[src/rtl/mac_operand_feeder_if.sv]
// Bundle of the weight-load, pixel-stream, MAC operand and result signals around mac_operand_feeder.
// master is the feeder's view; slave is the pixel source / MAC side.
interface mac_operand_feeder_if #(
    parameter int NUM_INPUTS = 4,
    parameter int PIXEL_W    = 10,
    parameter int WEIGHT_W   = 19,
    parameter int OUT_W      = 26
);
    logic                           wt_restart;
    logic                           wt_valid;
    logic [WEIGHT_W-1:0]            wt_data;
    logic                           wt_ready;
    logic                           pix_valid;
    logic [PIXEL_W-1:0]             pix_data;
    logic                           pix_ready;
    logic [NUM_INPUTS*PIXEL_W-1:0]  mac_pixels;
    logic [NUM_INPUTS*WEIGHT_W-1:0] mac_weights;
    logic                           mac_in_valid;
    logic [OUT_W-1:0]               mac_out;
    logic                           res_valid;
    logic [OUT_W-1:0]               res_data;

    modport master (
        input  wt_restart, wt_valid, wt_data, pix_valid, pix_data, mac_out,
        output wt_ready, pix_ready, mac_pixels, mac_weights, mac_in_valid,
               res_valid, res_data
    );

    modport slave (
        output wt_restart, wt_valid, wt_data, pix_valid, pix_data, mac_out,
        input  wt_ready, pix_ready, mac_pixels, mac_weights, mac_in_valid,
               res_valid, res_data
    );
endinterface

[src/rtl/mac_operand_feeder.sv]
// Producer side of the MAC operand interface: loads weights, groups pixels,
// issues packed operand sets and returns MAC results after a fixed latency.
//
// state   | meaning
// --------+-------------------------------------------------------------
// WLOAD   | accepting NUM_INPUTS weight words (wt_ready=1)
// COLLECT | accepting pixels until a full group is held (pix_ready=1)
// ISSUE   | one cycle: new operand set on the MAC buses, mac_in_valid=1
module mac_operand_feeder #(
    parameter int NUM_INPUTS  = 4,
    parameter int PIXEL_W     = 10,
    parameter int WEIGHT_W    = 19,
    parameter int OUT_W       = 26,
    parameter int MAC_LATENCY = 3
) (
    input logic                  clk,
    input logic                  rst,
    mac_operand_feeder_if.master bus
);
    localparam int PIX_BUS_W = NUM_INPUTS * PIXEL_W;
    localparam int WT_BUS_W  = NUM_INPUTS * WEIGHT_W;
    localparam int CNT_W     = $clog2(NUM_INPUTS);
    localparam logic [CNT_W-1:0] LAST = CNT_W'(NUM_INPUTS - 1);

    typedef enum logic [1:0] {
        S_WLOAD   = 2'd0,
        S_COLLECT = 2'd1,
        S_ISSUE   = 2'd2
    } state_t;

    state_t                 state;
    state_t                 state_nxt;
    logic [CNT_W-1:0]       wcnt;
    logic [CNT_W-1:0]       wcnt_nxt;
    logic [CNT_W-1:0]       pcnt;
    logic [CNT_W-1:0]       pcnt_nxt;
    logic                   wt_fire;
    logic                   pix_fire;
    logic                   wt_store;
    logic                   pix_store;
    logic                   group_done;

    logic                   wt_ready;
    logic                   pix_ready;
    logic                   mac_in_valid;
    logic [PIX_BUS_W-1:0]   mac_pixels;
    logic [WT_BUS_W-1:0]    mac_weights;
    logic                   res_valid;
    logic [OUT_W-1:0]       res_data;

    logic [WT_BUS_W-1:0]    wt_sr;
    logic [PIX_BUS_W-1:0]   pix_sr;
    logic [MAC_LATENCY-1:0] tag_pipe;

    always_ff @(posedge clk) begin
        if (!rst) begin
            state <= S_WLOAD;
        end else begin
            state <= state_nxt;
        end
    end

    // wt_restart outranks every handshake, including a completing pixel group.
    always_comb begin
        state_nxt  = state;
        wcnt_nxt   = wcnt;
        pcnt_nxt   = pcnt;
        wt_store   = 1'b0;
        pix_store  = 1'b0;
        group_done = 1'b0;
        wt_fire    = bus.wt_valid && wt_ready;
        pix_fire   = bus.pix_valid && pix_ready;

        if (bus.wt_restart) begin
            wcnt_nxt  = '0;
            pcnt_nxt  = '0;
            state_nxt = S_WLOAD;
        end else begin
            case (state)
                S_WLOAD: begin
                    if (wt_fire) begin
                        wt_store = 1'b1;
                        if (wcnt == LAST) begin
                            wcnt_nxt  = '0;
                            state_nxt = S_COLLECT;
                        end else begin
                            wcnt_nxt = wcnt + 1'b1;
                        end
                    end
                end
                S_COLLECT: begin
                    if (pix_fire) begin
                        pix_store = 1'b1;
                        if (pcnt == LAST) begin
                            pcnt_nxt   = '0;
                            group_done = 1'b1;
                            state_nxt  = S_ISSUE;
                        end else begin
                            pcnt_nxt = pcnt + 1'b1;
                        end
                    end
                end
                S_ISSUE: begin
                    state_nxt = S_COLLECT;
                end
                default: begin
                    state_nxt = S_WLOAD;
                end
            endcase
        end
    end

    // Readies and the issue strobe are decoded from the next state so they are
    // registered yet line up with the state they describe.
    always_ff @(posedge clk) begin
        if (!rst) begin
            wcnt         <= '0;
            pcnt         <= '0;
            wt_ready     <= 1'b0;
            pix_ready    <= 1'b0;
            mac_in_valid <= 1'b0;
        end else begin
            wcnt         <= wcnt_nxt;
            pcnt         <= pcnt_nxt;
            wt_ready     <= (state_nxt == S_WLOAD);
            pix_ready    <= (state_nxt == S_COLLECT);
            mac_in_valid <= group_done;
        end
    end

    // Items shift in at the LSB end, so the first received ends in the MSB slice.
    always_ff @(posedge clk) begin
        if (!rst) begin
            wt_sr       <= '0;
            pix_sr      <= '0;
            mac_pixels  <= '0;
            mac_weights <= '0;
        end else begin
            if (wt_store) begin
                wt_sr <= {wt_sr[WT_BUS_W-WEIGHT_W-1:0], bus.wt_data};
            end
            if (pix_store) begin
                pix_sr <= {pix_sr[PIX_BUS_W-PIXEL_W-1:0], bus.pix_data};
            end
            if (group_done) begin
                mac_pixels  <= {pix_sr[PIX_BUS_W-PIXEL_W-1:0], bus.pix_data};
                mac_weights <= wt_sr;
            end
        end
    end

    // tag_pipe[MAC_LATENCY-1] is set in the last cycle the MAC needs, so
    // mac_out is captured at the end of that cycle.
    always_ff @(posedge clk) begin
        if (!rst) begin
            tag_pipe  <= '0;
            res_valid <= 1'b0;
            res_data  <= '0;
        end else begin
            tag_pipe[0] <= mac_in_valid;
            for (int i = 1; i < MAC_LATENCY; i++) begin
                tag_pipe[i] <= tag_pipe[i-1];
            end
            res_valid <= tag_pipe[MAC_LATENCY-1];
            if (tag_pipe[MAC_LATENCY-1]) begin
                res_data <= bus.mac_out;
            end
        end
    end

    assign bus.wt_ready     = wt_ready;
    assign bus.pix_ready    = pix_ready;
    assign bus.mac_pixels   = mac_pixels;
    assign bus.mac_weights  = mac_weights;
    assign bus.mac_in_valid = mac_in_valid;
    assign bus.res_valid    = res_valid;
    assign bus.res_data     = res_data;

endmodule
[src/flat_wrapper.sv]
// flat-port wrapper written by rule: the top's interface ports become plain ports
module mac_operand_feeder_flat 
#(
    parameter int NUM_INPUTS  = 4,
    parameter int PIXEL_W     = 10,
    parameter int WEIGHT_W    = 19,
    parameter int OUT_W       = 26,
    parameter int MAC_LATENCY = 3
)
  (clk, rst, bus_wt_restart, bus_wt_valid, bus_wt_data, bus_pix_valid, bus_pix_data, bus_mac_out, bus_wt_ready, bus_pix_ready, bus_mac_pixels, bus_mac_weights, bus_mac_in_valid, bus_res_valid, bus_res_data);
  mac_operand_feeder_if #(.NUM_INPUTS(NUM_INPUTS), .PIXEL_W(PIXEL_W), .WEIGHT_W(WEIGHT_W), .OUT_W(OUT_W)) bus_i ();
  input logic clk;
  input logic rst;
  input wire logic [$bits(bus_i.wt_restart)-1:0] bus_wt_restart;
  input wire logic [$bits(bus_i.wt_valid)-1:0] bus_wt_valid;
  input wire logic [$bits(bus_i.wt_data)-1:0] bus_wt_data;
  input wire logic [$bits(bus_i.pix_valid)-1:0] bus_pix_valid;
  input wire logic [$bits(bus_i.pix_data)-1:0] bus_pix_data;
  input wire logic [$bits(bus_i.mac_out)-1:0] bus_mac_out;
  output wire logic [$bits(bus_i.wt_ready)-1:0] bus_wt_ready;
  output wire logic [$bits(bus_i.pix_ready)-1:0] bus_pix_ready;
  output wire logic [$bits(bus_i.mac_pixels)-1:0] bus_mac_pixels;
  output wire logic [$bits(bus_i.mac_weights)-1:0] bus_mac_weights;
  output wire logic [$bits(bus_i.mac_in_valid)-1:0] bus_mac_in_valid;
  output wire logic [$bits(bus_i.res_valid)-1:0] bus_res_valid;
  output wire logic [$bits(bus_i.res_data)-1:0] bus_res_data;
  assign bus_i.wt_restart = bus_wt_restart;
  assign bus_i.wt_valid = bus_wt_valid;
  assign bus_i.wt_data = bus_wt_data;
  assign bus_i.pix_valid = bus_pix_valid;
  assign bus_i.pix_data = bus_pix_data;
  assign bus_i.mac_out = bus_mac_out;
  assign bus_wt_ready = bus_i.wt_ready;
  assign bus_pix_ready = bus_i.pix_ready;
  assign bus_mac_pixels = bus_i.mac_pixels;
  assign bus_mac_weights = bus_i.mac_weights;
  assign bus_mac_in_valid = bus_i.mac_in_valid;
  assign bus_res_valid = bus_i.res_valid;
  assign bus_res_data = bus_i.res_data;
  mac_operand_feeder #(.NUM_INPUTS(NUM_INPUTS), .PIXEL_W(PIXEL_W), .WEIGHT_W(WEIGHT_W), .OUT_W(OUT_W), .MAC_LATENCY(MAC_LATENCY)) u_core (.clk(clk), .rst(rst), .bus(bus_i));
endmodule
[config.mk]
export PLATFORM = sky130hd
export DESIGN_NAME = mac_operand_feeder_flat
export DESIGN_NICKNAME = d
export VERILOG_FILES = /design/src/rtl/mac_operand_feeder_if.sv /design/src/rtl/mac_operand_feeder.sv /design/src/flat_wrapper.sv
export SDC_FILE = /design/constraint.sdc
export NUM_CORES = 1
export LEC_CHECK = 0
export CORE_MARGIN = 8
export CORE_UTILIZATION = 51
export CTS_CLUSTER_DIAMETER = 60
export DETAILED_ROUTE_END_ITERATION = 8
export GPL_TIMING_DRIVEN = 0
export PLACE_DENSITY_LB_ADDON = 0.05
export SYNTH_ARGS = -nofsm -noshare
export SYNTH_HDL_FRONTEND = slang
export SYNTH_SLANG_ARGS = --single-unit
export TNS_END_PERCENT = 10
[constraint.sdc]
create_clock -name clk -period 2.1 [get_ports clk]
set_input_delay 0.42 -clock clk [delete_from_list [all_inputs] [get_ports clk]]
set_output_delay 0.42 -clock clk [all_outputs]
set_load 0.02 [all_outputs]
==> summary.md <==
| Metric | Value |
|---|---|
| Outcome | `finished, final reports clean` |
| Yosys top cell by area | `dfxtp_1` |
| Vias per cell | `5.27` |
| Worst EP required | `about 1.7 ns` |
| Clk_lat worst skew | `approximately 0.53 ns` |
| Post-CTS Hold Fix Bufs | `0` |
| Worst Setup End Kind | `output port` |
| Util after Layout | `68.6%` |
| DR iter-0 viols | `just under 600` |
| Layout cell share with drive strength beyond 1 | `around 5.3%` |
| Fill count | `approximately 1.6k` |
| Dpl hpwl | `20500 um` |
| Setup-failing EPs final | `0` |
| First-pass GRT wire length | `around 43000 um` |
| Crit. path cell count | `1` |
| Unrepaired setup endpoints after global routing | `false` |
| Highest-delay cell along the critical path | `clkdlybuf4s50_1` |
| Starting Density | `51.8%` |
| Worst VDD drop | `between 0.6 and 0.7 mV` |
| R2R Setup Slk | `around 0.3 ns` |
| Nets | `about 1.4k` |
| Area grow syn2layout | `32.3%` |
| Vias in the first global route | `approximately 8.3k` |
| Final hold vios | `0` |
| Grt ovf | `0` |
| DRT antenna net count | `0` |
| Fin crit period | `~2 ns` |
| CTS-repair resized insts | `0` |
| Pwr Total | `roughly 10 mW` |
| Design Area, Final | `0.0133 mm2` |
| Post-Syn Nets | `1184` |
| Die W | `157 um` |
| Routed WL | `27300 um` |
| H-tree depth | `1` |
| PD cells | `approximately 770 mW/mm2` |
| DP Area | `around 0.012 mm2` |
| Die Span Y | `roughly 160 um` |
| Synthesis-stage register bit count | `261` |
| Die area | `0.0245 mm2` |
| Startpoint Class | `register` |
| Max Cap Violations | `0` |
| Commonest non-fill, non-tap cells in the layout | `dfxtp_1, nand2_1, clkdlybuf4s50_1` |
| Synth unique cells | `28` |
| Worst Setup SP | `u_core.bus.wt_ready` |
| Worst Skew | `about 0.015 ns` |
| Tcrit/Tclk final | `95.2%` |
| Worst reg2reg path depth | `6` |
| CTS buffer count | `27` |
| Register area share after synthesis | `between 50% and 60%` |
| DR vias | `~8.6k` |
| Ports | `between 200 and 250` |
| Placer Congestion | `about 0.85` |
| Worst Setup EP | `bus_wt_ready` |
| CP top delay family | `buffers and inverters` |
| Mapped cell area | `slightly above 0.01 mm2` |
| Routed len/inst | `roughly 17 um` |
| RR Startpoint | `u_core.state[1]` |
| Crit path largest cell delay | `between 0.6 and 0.7 ns` |
| Clock buffer depth | `3` |
| Critical path class | `register to output port` |
| Rows | `a little over 50` |
| Residual DRC | `0` |
| CTS Root Cell | `clkbuf_16` |
| Leakage | `approximately 4.3 nW` |
| Synth area leaders | `dfxtp_1, mux2i_1, nand2_1, a21oi_1, nand3_1` |
| Initial antenna violation count | `0` |
| Drt pass-1 iters | `5` |
| Total track usage | `21.6%` |
| Most common cell after layout, fill and taps aside | `dfxtp_1` |
| Cells after Synth | `1122` |
| Largest net degree at the start of global routing | `14` |
| TritonCTS clock tree | `built` |
| Syn. warnings | `0` |
| Worst-Margin Slew | `between 0.8 and 0.9 ns` |
| Crit path DAT | `around 1.6 ns` |
| Core area | `slightly below 0.02 mm2` |
| Tightest Hold Check Type | `primary input to register` |
| Clk sink count | `around 260` |
| Average size of a mapped cell | `8.99 um2` |
| Fmax | `approximately 0.50 GHz` |
| # port buffers | `204` |
| Clock-pin slew on the worst setup and hold paths | `~0.060 ns` |
| Post-synth top area share | `around 52%` |
| Postcts setup bufs | `0` |
| WP buf/inv | `1` |
| Worst slew margin | `between 40% and 50%` |
| CP Cell Sequence | `clkdlybuf4s50_1` |
| RR Endpoint | `u_core.pix_sr[15]` |
| CP Max Fanout | `4` |
| Slew Viols, Final | `0` |
| Finished Layout Cells | `around 1.6k` |
| Placed cells | `between 1.5k and 2k` |
| Antenna Diode Count | `0` |
## Yosys cell counts, drive strengths merged
cell    number
and4b        1
mux2i      142
a211o        1
ha           2
clkbuf      71
and3b        1
or4          2
a211oi       1
nor2        27
o21ai      110
inv          2
nand2b       1
nand3      110
and2         6
a21oi      111
or2          1
nand2      232
and3         4
buf         35
dfxtp      261
nand3b       1
## power breakdown
part           switching, mW  internal [mW]  total (mW)
logic                  0.280          0.153       0.433
clock network           1.88           2.95        4.83
registers             0.0157           4.97        4.98
## how the worst min path moves through the flow
stage                              startpoint                        end  slack (ns)  cells past startpoint
floorplan                  u_core.tag_pipe[0]         u_core.tag_pipe[1]        0.41                      1
global placement           u_core.tag_pipe[0]         u_core.tag_pipe[1]        0.41                      1
detailed placement         u_core.tag_pipe[1]         u_core.tag_pipe[2]        0.43                      1
CTS                                       rst             u_core.wcnt[1]        0.43                      3
global route        u_core.bus.mac_pixels[26]  u_core.bus.mac_pixels[26]        0.47                      2
finish                                    rst             u_core.wcnt[1]        0.43                      3
## final cells by class
type	count	area (um2)	share of cell area, %
well taps	265	332	2.48
inverters	2	7.51	0.0562
flip-flops and latches	261	5230	39.1
multi-input cells	753	4230	31.7
repair buffers	204	2040	15.3
clock buffers	39	751	5.62
clock inverters	6	133	0.994
plain buffers	106	627	4.70
## per-stage QoR
step | TNS [ns] | hold WS [ns] | worst slack [ns]
final | 0 | 0.429 | 0.102
after global routing | 0 | 0.466 | 0.0530
after CTS | 0 | 0.428 | 0.0875
after detailed placement | -17.03 | 0.427 | -0.225
after global placement | -13.24 | 0.415 | -0.170
after floorplan | 0 | 0.412 | 0.528
## cells by family (layout without fill, tap and decap cells)
| kind of cell | Yosys count | count (layout) | share of synthesized area [%] |
|---|---|---|---|
| buffers and inverters | 108 | 357 | 6.29 |
| adder cells (fa/ha/maj) | 2 | 2 | 0.248 |
| multiplexers | 142 | 142 | 14.1 |
| flip-flops | 261 | 261 | 51.8 |
| AO/OA/AOI/OAI | 223 | 223 | 11.2 |
| AND/OR/NAND/NOR | 386 | 386 | 16.4 |
## sequential cells by signal, indices dropped and copies added (netlist names)
register,cells
u_core.bus.mac_in_valid,1
u_core.bus.mac_pixels,40
u_core.bus.mac_weights,76
u_core.bus.pix_ready,1
u_core.bus.res_data,26
u_core.bus.res_valid,1
u_core.bus.wt_ready,1
u_core.pcnt,2
u_core.pix_sr,30
u_core.state,2
u_core.tag_pipe,3
u_core.wcnt,2
u_core.wt_sr,76
## layer usage
layer / GRT usage, % / share of wire (%) / vias to the layer above
li1: - / - / 4305
met1: 28.0 / 45 / 4002
met2: 35.2 / 46 / 270
met3: 5.21 / 7.6 / 40
met4: 5.77 / 1.9 / 0
met5: 0 / 0 / -
(Power assumes the default switching activity.)
